`src/rtl/reset_sequencer.sv`:
```
// rtl/reset_sequencer.sv - filtered, stretched, staggered reset release for the edge-detection datapath
module reset_sequencer #(
    parameter int SYNC_STAGES = 2,
    parameter int FILTER_LEN  = 4,
    parameter int MIN_ASSERT  = 16,
    parameter int RELEASE_GAP = 8,
    parameter int NUM_CH      = 4,
    parameter int CNT_W       = 8
) (
    input  logic              clk,
    input  logic              s_reset,
    input  logic              ext_reset_n,
    input  logic              sw_reset,
    output logic [NUM_CH-1:0] rst_n_out,
    output logic              rst_done,
    output logic [1:0]        state
);

    typedef enum logic [1:0] {
        ST_ASSERT  = 2'd0,
        ST_HOLD    = 2'd1,
        ST_RELEASE = 2'd2,
        ST_DONE    = 2'd3
    } state_t;

    localparam logic [CNT_W-1:0] CNT_ONE   = CNT_W'(1);
    localparam logic [CNT_W-1:0] FILT_MAX  = CNT_W'(FILTER_LEN);
    localparam logic [CNT_W-1:0] FILT_LAST = CNT_W'(FILTER_LEN - 1);
    localparam logic [CNT_W-1:0] HOLD_LAST = CNT_W'(MIN_ASSERT - 1);
    localparam logic [CNT_W-1:0] GAP_LAST  = CNT_W'(RELEASE_GAP - 1);
    localparam logic [CNT_W-1:0] CH_LAST   = CNT_W'(NUM_CH - 1);

    logic [SYNC_STAGES-1:0] sync_q;
    logic                   ext_sync;
    logic [CNT_W-1:0]       filt_cnt;
    logic                   ext_rst_active;

    state_t                 cur_state;
    state_t                 nxt_state;
    logic [CNT_W-1:0]       hold_cnt;
    logic [CNT_W-1:0]       nxt_hold_cnt;
    logic [CNT_W-1:0]       gap_cnt;
    logic [CNT_W-1:0]       nxt_gap_cnt;
    logic [CNT_W-1:0]       ch_idx;
    logic [CNT_W-1:0]       nxt_ch_idx;
    logic [NUM_CH-1:0]      nxt_rst_n;
    logic                   nxt_done;
    logic                   reset_event;

    assign ext_sync = sync_q[SYNC_STAGES-1];

    // Metastability chain for the asynchronous external reset; stage 0 samples the pin.
    always_ff @(posedge clk) begin
        if (s_reset) begin
            sync_q <= '0;
        end else begin
            sync_q <= {sync_q[SYNC_STAGES-2:0], ext_reset_n};
        end
    end

    // Assert on the first low sample, deassert only after FILTER_LEN consecutive highs.
    always_ff @(posedge clk) begin
        if (s_reset) begin
            filt_cnt       <= '0;
            ext_rst_active <= 1'b1;
        end else if (!ext_sync) begin
            filt_cnt       <= '0;
            ext_rst_active <= 1'b1;
        end else if (filt_cnt != FILT_MAX) begin
            filt_cnt <= filt_cnt + CNT_ONE;
            if (filt_cnt == FILT_LAST) begin
                ext_rst_active <= 1'b0;
            end
        end
    end

    // A new reset request outside ASSERT: the filtered external reset or a software pulse.
    assign reset_event = ext_rst_active || sw_reset;

    // Next-state and next-output logic; every output of the block is registered below.
    always_comb begin
        nxt_state    = cur_state;
        nxt_hold_cnt = hold_cnt;
        nxt_gap_cnt  = gap_cnt;
        nxt_ch_idx   = ch_idx;
        nxt_rst_n    = rst_n_out;
        nxt_done     = rst_done;

        if (cur_state == ST_ASSERT) begin
            // Software requests are meaningless while the external reset still owns us.
            nxt_rst_n    = '0;
            nxt_done     = 1'b0;
            nxt_hold_cnt = '0;
            if (!ext_rst_active) begin
                nxt_state = ST_HOLD;
            end
        end else if (reset_event) begin
            // External reset takes precedence; a software pulse is stretched through HOLD.
            nxt_rst_n    = '0;
            nxt_done     = 1'b0;
            nxt_hold_cnt = '0;
            nxt_gap_cnt  = '0;
            nxt_ch_idx   = '0;
            nxt_state    = ext_rst_active ? ST_ASSERT : ST_HOLD;
        end else begin
            case (cur_state)
                ST_HOLD: begin
                    if (hold_cnt == HOLD_LAST) begin
                        nxt_state   = ST_RELEASE;
                        nxt_gap_cnt = '0;
                        nxt_ch_idx  = '0;
                    end else begin
                        nxt_hold_cnt = hold_cnt + CNT_ONE;
                    end
                end
                ST_RELEASE: begin
                    if (gap_cnt == GAP_LAST) begin
                        // Release exactly the channel at ch_idx; lower ones are already high.
                        for (int i = 0; i < NUM_CH; i++) begin
                            if (CNT_W'(i) == ch_idx) begin
                                nxt_rst_n[i] = 1'b1;
                            end
                        end
                        nxt_gap_cnt = '0;
                        nxt_ch_idx  = ch_idx + CNT_ONE;
                        if (ch_idx == CH_LAST) begin
                            nxt_state = ST_DONE;
                            nxt_done  = 1'b1;
                        end
                    end else begin
                        nxt_gap_cnt = gap_cnt + CNT_ONE;
                    end
                end
                default: begin
                    nxt_rst_n = '1;
                    nxt_done  = 1'b1;
                end
            endcase
        end
    end

    // Sequencer state, counters and the registered reset outputs.
    always_ff @(posedge clk) begin
        if (s_reset) begin
            cur_state <= ST_ASSERT;
            hold_cnt  <= '0;
            gap_cnt   <= '0;
            ch_idx    <= '0;
            rst_n_out <= '0;
            rst_done  <= 1'b0;
        end else begin
            cur_state <= nxt_state;
            hold_cnt  <= nxt_hold_cnt;
            gap_cnt   <= nxt_gap_cnt;
            ch_idx    <= nxt_ch_idx;
            rst_n_out <= nxt_rst_n;
            rst_done  <= nxt_done;
        end
    end

    assign state = cur_state;

endmodule
```
`config.mk`:
```
export PLATFORM = sky130hd
export DESIGN_NAME = reset_sequencer
export DESIGN_NICKNAME = d
export VERILOG_FILES = /design/src/rtl/reset_sequencer.sv
export SDC_FILE = /design/constraint.sdc
export NUM_CORES = 1
export LEC_CHECK = 0
export BUFFER_PORTS_ARGS = -buffer_cell sky130_fd_sc_hd__buf_2
export CAP_MARGIN = 20
export CORE_UTILIZATION = 41
export DETAILED_ROUTE_END_ITERATION = 8
export PLACE_DENSITY = 0.57
export SLEW_MARGIN = 20
export SYNTH_ARGS = -nofsm -noshare
export SYNTH_HDL_FRONTEND = slang
export SYNTH_SLANG_ARGS = --single-unit
```
`constraint.sdc`:
```
create_clock -name clk -period 2.1 [get_ports clk]
set_input_delay 0.105 -clock clk [delete_from_list [all_inputs] [get_ports clk]]
set_output_delay 0.105 -clock clk [all_outputs]
set_load 0.05 [all_outputs]
```
* Word level (Yosys, flattened, before mapping)
Index checks and enable logic that the tools add are counted.
Storage, ports and cells: bits in registers 42, logic and storage cells 83, input bits 4, output and inout bits 7
Operators by class: equal/unequal tests 22, reduce and logical (&&, ||, !) cells 17, add/subtract/negate cells 4, bitwise operators 4, multiplexer cells 24
Operator list (count):
- 2-to-1 mux 8 bit | 5
- adder 8 x 1 -> 8 bit (second input constant) | 4
- case mux 8 bit (2 select lines) | 2
- AND reduction 3 bit | 6
- equality test 2 x 8 -> 1 bit (first input constant) | 2
- equality test 8 x 2 -> 1 bit (second input constant) | 2
- != test 2 bit (second input constant) | 7
- 2-to-1 mux 2 bit | 6
- != test 4 bit (second input constant) | 3
- equality test 1 x 8 -> 1 bit (first input constant) | 1
- equality test 8 x 3 -> 1 bit (second input constant) | 1
- equality test 8 x 4 -> 1 bit (second input constant) | 1
- zero test 8 bit | 1
- != test 8 x 3 -> 1 bit (second input constant) | 1
- case mux 4 bit (2 select lines) | 1
- 2-to-1 mux 1 bit | 7
- != test 3 bit (second input constant) | 2
- AND reduction 5 bit | 1
- 2-to-1 mux 4 bit | 1
- NOT 1 bit | 4
- case mux 2 bit (2 select lines) | 1
- AND reduction 2 bit | 2
- AND reduction 4 bit | 1
- nonzero test 4 bit | 1
- 8 further kinds | 8

* Longest topological paths before layout
depth in word-level cells 6, gate-level depth with buffers 9, mapped depth without buffers 6

* Worst setup path before layout
OpenSTA, ideal clock, no wires.
kind flip-flop to flip-flop, start register cur_state[0], in the netlist state[0], end register ch_idx[5], clock period less this slack 2.335 ns, stages on the path, launching flop included 9, setup time 0.087 ns, buffers on the path 2, setup slack -0.235 ns, data required time 2.013 ns, arrival 2.248 ns, cells stage by stage dfxtp_1 -> inv_1 -> ha_1 -> clkbuf_8 -> nor4_2 -> and4_1 -> clkbuf_1 -> nand2_1 -> o31ai_1
Between the ends: longest elaborated chain between the ends 3, elaborated cells between the ends (all ways) 10, classes of those cells eq/ne (4); mux (2); bitwise (1); reduce/logical (3)
RTL lines:
- from (decl) | RTL line 38 | state_t cur_state;
- from (signal assigned) | RTL line 152 | cur_state <= nxt_state;
- equality test 2 bit, or another cell as far along | RTL line 106 | case (cur_state)
- != test 3 bit (no line), or another cell as far along
- AND reduction 4 bit (no line) or 2-to-1 mux 8 bit (tied branches)
- to (signal assigned) | RTL line 155 | ch_idx <= nxt_ch_idx;
- to (decl) | RTL line 44 | logic [CNT_W-1:0] ch_idx;
Several ways; a longest one is shown, not always the timed one. A chain may end at the register's enable or synchronous reset.

* Worst setup path after layout
start register cur_state[0], in the netlist state[0], end register ch_idx[4]
Same word-level chain as after synthesis.

==> metrics.cfg <==
[setup_path]
crit_arrival_ns=2.13
max_stage_delay_ns=0.42
crit_chain=inv_1 -> ha_1 -> or3b_1 -> a21oi_4 -> o31ai_1 -> buf_4 -> a31oi_1
ff2ff_setup_slack_ns=0.20
critPathCapture=ch_idx[4]$_SDFFE_PP0P_
reg2reg_from=state[0]$_SDFFE_PP0P_
reg2regPathDepth=7
worstSetupStartpointType=flop
critPathMaxFanout=12
startpoint=state[0]$_SDFFE_PP0P_
reg2reg_to=ch_idx[4]$_SDFFE_PP0P_
endpoint_kind=flop
crit_required_ns=2.33
critPathSlowestCell=or3b_1
crit_type=reg2reg

[clocking]
cts_made_buffers=5
cts_tree=built
clk-insertion-delay-late_ns=0.30
clk_pin_slew_ns=0.08
clock_sinks=41
cts_buffer_depth=2
hold_buffers=0
htreeDepth=2
root_buffer=clkbuf_8

[floorplanning]
core_sq_um=5205
initial_core_util_pct=43.51
dieHeight_um=76.32
die_area_sq_um=5825
dieWidth_um=76.32
io_pins=11
std_cell_rows=26

[detailed_routing]
drt-total-wl_mm=5.014
ant_nets=0
via_per_inst=5.679
drt_iter0_markers=81
num_vias=1982
dr.pass1.iters=4
wire_per_inst_um=14.37
drc=0

[yosys]
synthSimpleGateAreaFrac_pct=26.35
yosysWarnings=0
synthCells=261
ys.flop_type=dfxtp_1
synth_top_family_by_area=simple AND/OR/NAND/NOR gates
synth_seq_cells=41
synthMuxAreaShare_pct=1.326
syn-cell-area_sq_um=2265
async_flop_share_pct=0
synthAdderAreaFrac_pct=6.077
syn_nets=276
synth_xor_area_share_pct=3.481
synth_compound_area_share_pct=20.44
synth_edf_count=0
yosys.area.top_type=dfxtp_1
synth_area_leaders=dfxtp_1, ha_1, nor2_1
synth_cell_types=49
synth_top_area_share_pct=36.24
syn_area_per_cell_sq_um=8.677
synth_seq_area_share_pct=36.24

[power]
power_leakage_nw=0.9083
power_density_nw_per_um2=613.7
ir_drop_mv=0.3245

[placement]
io_buffers=10
dpl.hpwl_mm=3.530
globalplace.congestion=0.8627
dpl_cell_area_sq_um=2411
dpl_worst_slack_ns=0.1902
dp_cells=341

[timing]
fin_ws_ns=0.2001
period_needed_ns=1.900
finClkSkew_ns=0.008183
timing.hold.ws_ns=0.02424
hold_viol=0
period_share_pct=90.47
setup_tns_ns=0
relSlewSlack_pct=71.78
slew_violations=0
clock.fmax_mhz=526.3
tightest_slew_ns=0.4218
rsz0062_at_grt=false
finalSetupViolations=0

[grt]
grt_pass1_wl_mm=8.445
grt_usage_pct=18.15
overflow=0
grt_max_degree=16
grt_pass1_vias=1784
antenna_found_initial=0

[final_layout]
stdcell_area_sq_um=2547
final_common_cell=dfxtp_1
area_delta_synth_final_pct=12.49
nets=293
fin_cells=349
drive_gt1_share_pct=15.41
final_cell_mix=dfxtp_1, nor2_1, nand3_1
n_antenna_cell=0

[worst_hold_path]
min_path_type=in2reg

[job]
cap_violations=0

[run_status]
status=complete, no violations

## area by class of cell
cell class | instances | area [sq um]
Clock buffer | 5 | 68.82
Clock inverter | 3 | 65.06
Timing Repair Buffer | 23 | 147.6
Inverter | 10 | 37.54
Tap cell | 70 | 87.58
Sequential cell | 41 | 823.3
Multi-Input combinational cell | 197 | 1318
Fill cell | 528 | 2658
## layer usage
| metal | track usage [%] | up-vias | part of all wire, % |
|---|---|---|---|
| met5 | 0 | - | 0 |
| li1 | - | 1008 | - |
| met2 | 29.19 | 25 | 46 |
| met1 | 23.49 | 945 | 50 |
| met3 | 3.713 | 4 | 3.2 |
| met4 | 7.692 | 0 | 1.4 |
## stage by stage
| stage | total power (W) | utilization [%] |
|---|---|---|
| CTS | 0.001585 | 48.89 |
| global placement | 0.0008218 | 46.32 |
| global route | 0.001615 | 48.94 |
| detailed placement | 0.0008216 | 46.32 |
| floorplan | 0.0008111 | - |
| finish | 0.001563 | 48.94 |
## kinds of logic after synthesis
| logic type | after synthesis |
|---|---|
| AO/OA/AOI/OAI | 66 |
| XOR/XNOR | 9 |
| flip-flops | 41 |
| AND/OR/NAND/NOR | 108 |
| multiplexers | 3 |
| adder cells (fa/ha/maj) | 11 |
| buffers and inverters | 23 |
## registers in the layout, indices dropped and copies added, names as in the netlist
register,count
gap_cnt,8
state,2
hold_cnt,8
rst_n_out,4
ext_rst_active,1
ch_idx,8
filt_cnt,8
sync_q,2
## synth_stat cells, drive strengths merged (3+ instances only)
cell	n
a21oi	14
or4	4
a211oi	7
o31ai	5
o21a	5
a31oi	12
a21o	3
clkbuf	7
nand4	9
nand3	17
nor2	23
and3	6
o21ai	10
buf	6
nor4	4
mux2i	3
nand2b	4
xor2	7
nor3	8
and4	3
nor2b	3
inv	10
nand2	12
dfxtp	41
ha	11
or3	7
## critical path, delay by kind of cell, from the launching register on
| family | cells | cell delay, ns |
|---|---|---|
| buf+inv | 2 | 0.26 |
| simple gates | 1 | 0.42 |
| flops | 1 | 0.36 |
| compound gates | 3 | 0.61 |
| fa+ha+maj | 1 | 0.20 |
## where the power goes
| part | internal (W) | switching [W] |
|---|---|---|
| Combinational | 0.00000671 | 0.0000158 |
| Clock | 0.000472 | 0.000288 |
| Sequential | 0.000779 | 0.00000164 |
## what timing repair did
item	in CTS	in global routing
endpoints found under the setup margin	0	1
gates resized for setup	0	1
buffers inserted	0	0
## worst min path at each step
stage,start,end,slack [ns],cells after the start
2_1_floorplan,ext_reset_n,sync_q[0]$_SDFF_PP0_,0.23,1
3_3_place_gp,ext_reset_n,sync_q[0]$_SDFF_PP0_,0.33,2
3_5_place_dp,ext_reset_n,sync_q[0]$_SDFF_PP0_,0.33,2
4_1_cts,ext_reset_n,sync_q[0]$_SDFF_PP0_,0.01,2
5_1_grt,ext_reset_n,sync_q[0]$_SDFF_PP0_,0.04,2
6_report,ext_reset_n,sync_q[0]$_SDFF_PP0_,0.02,2
(Power assumes the default switching activity.)
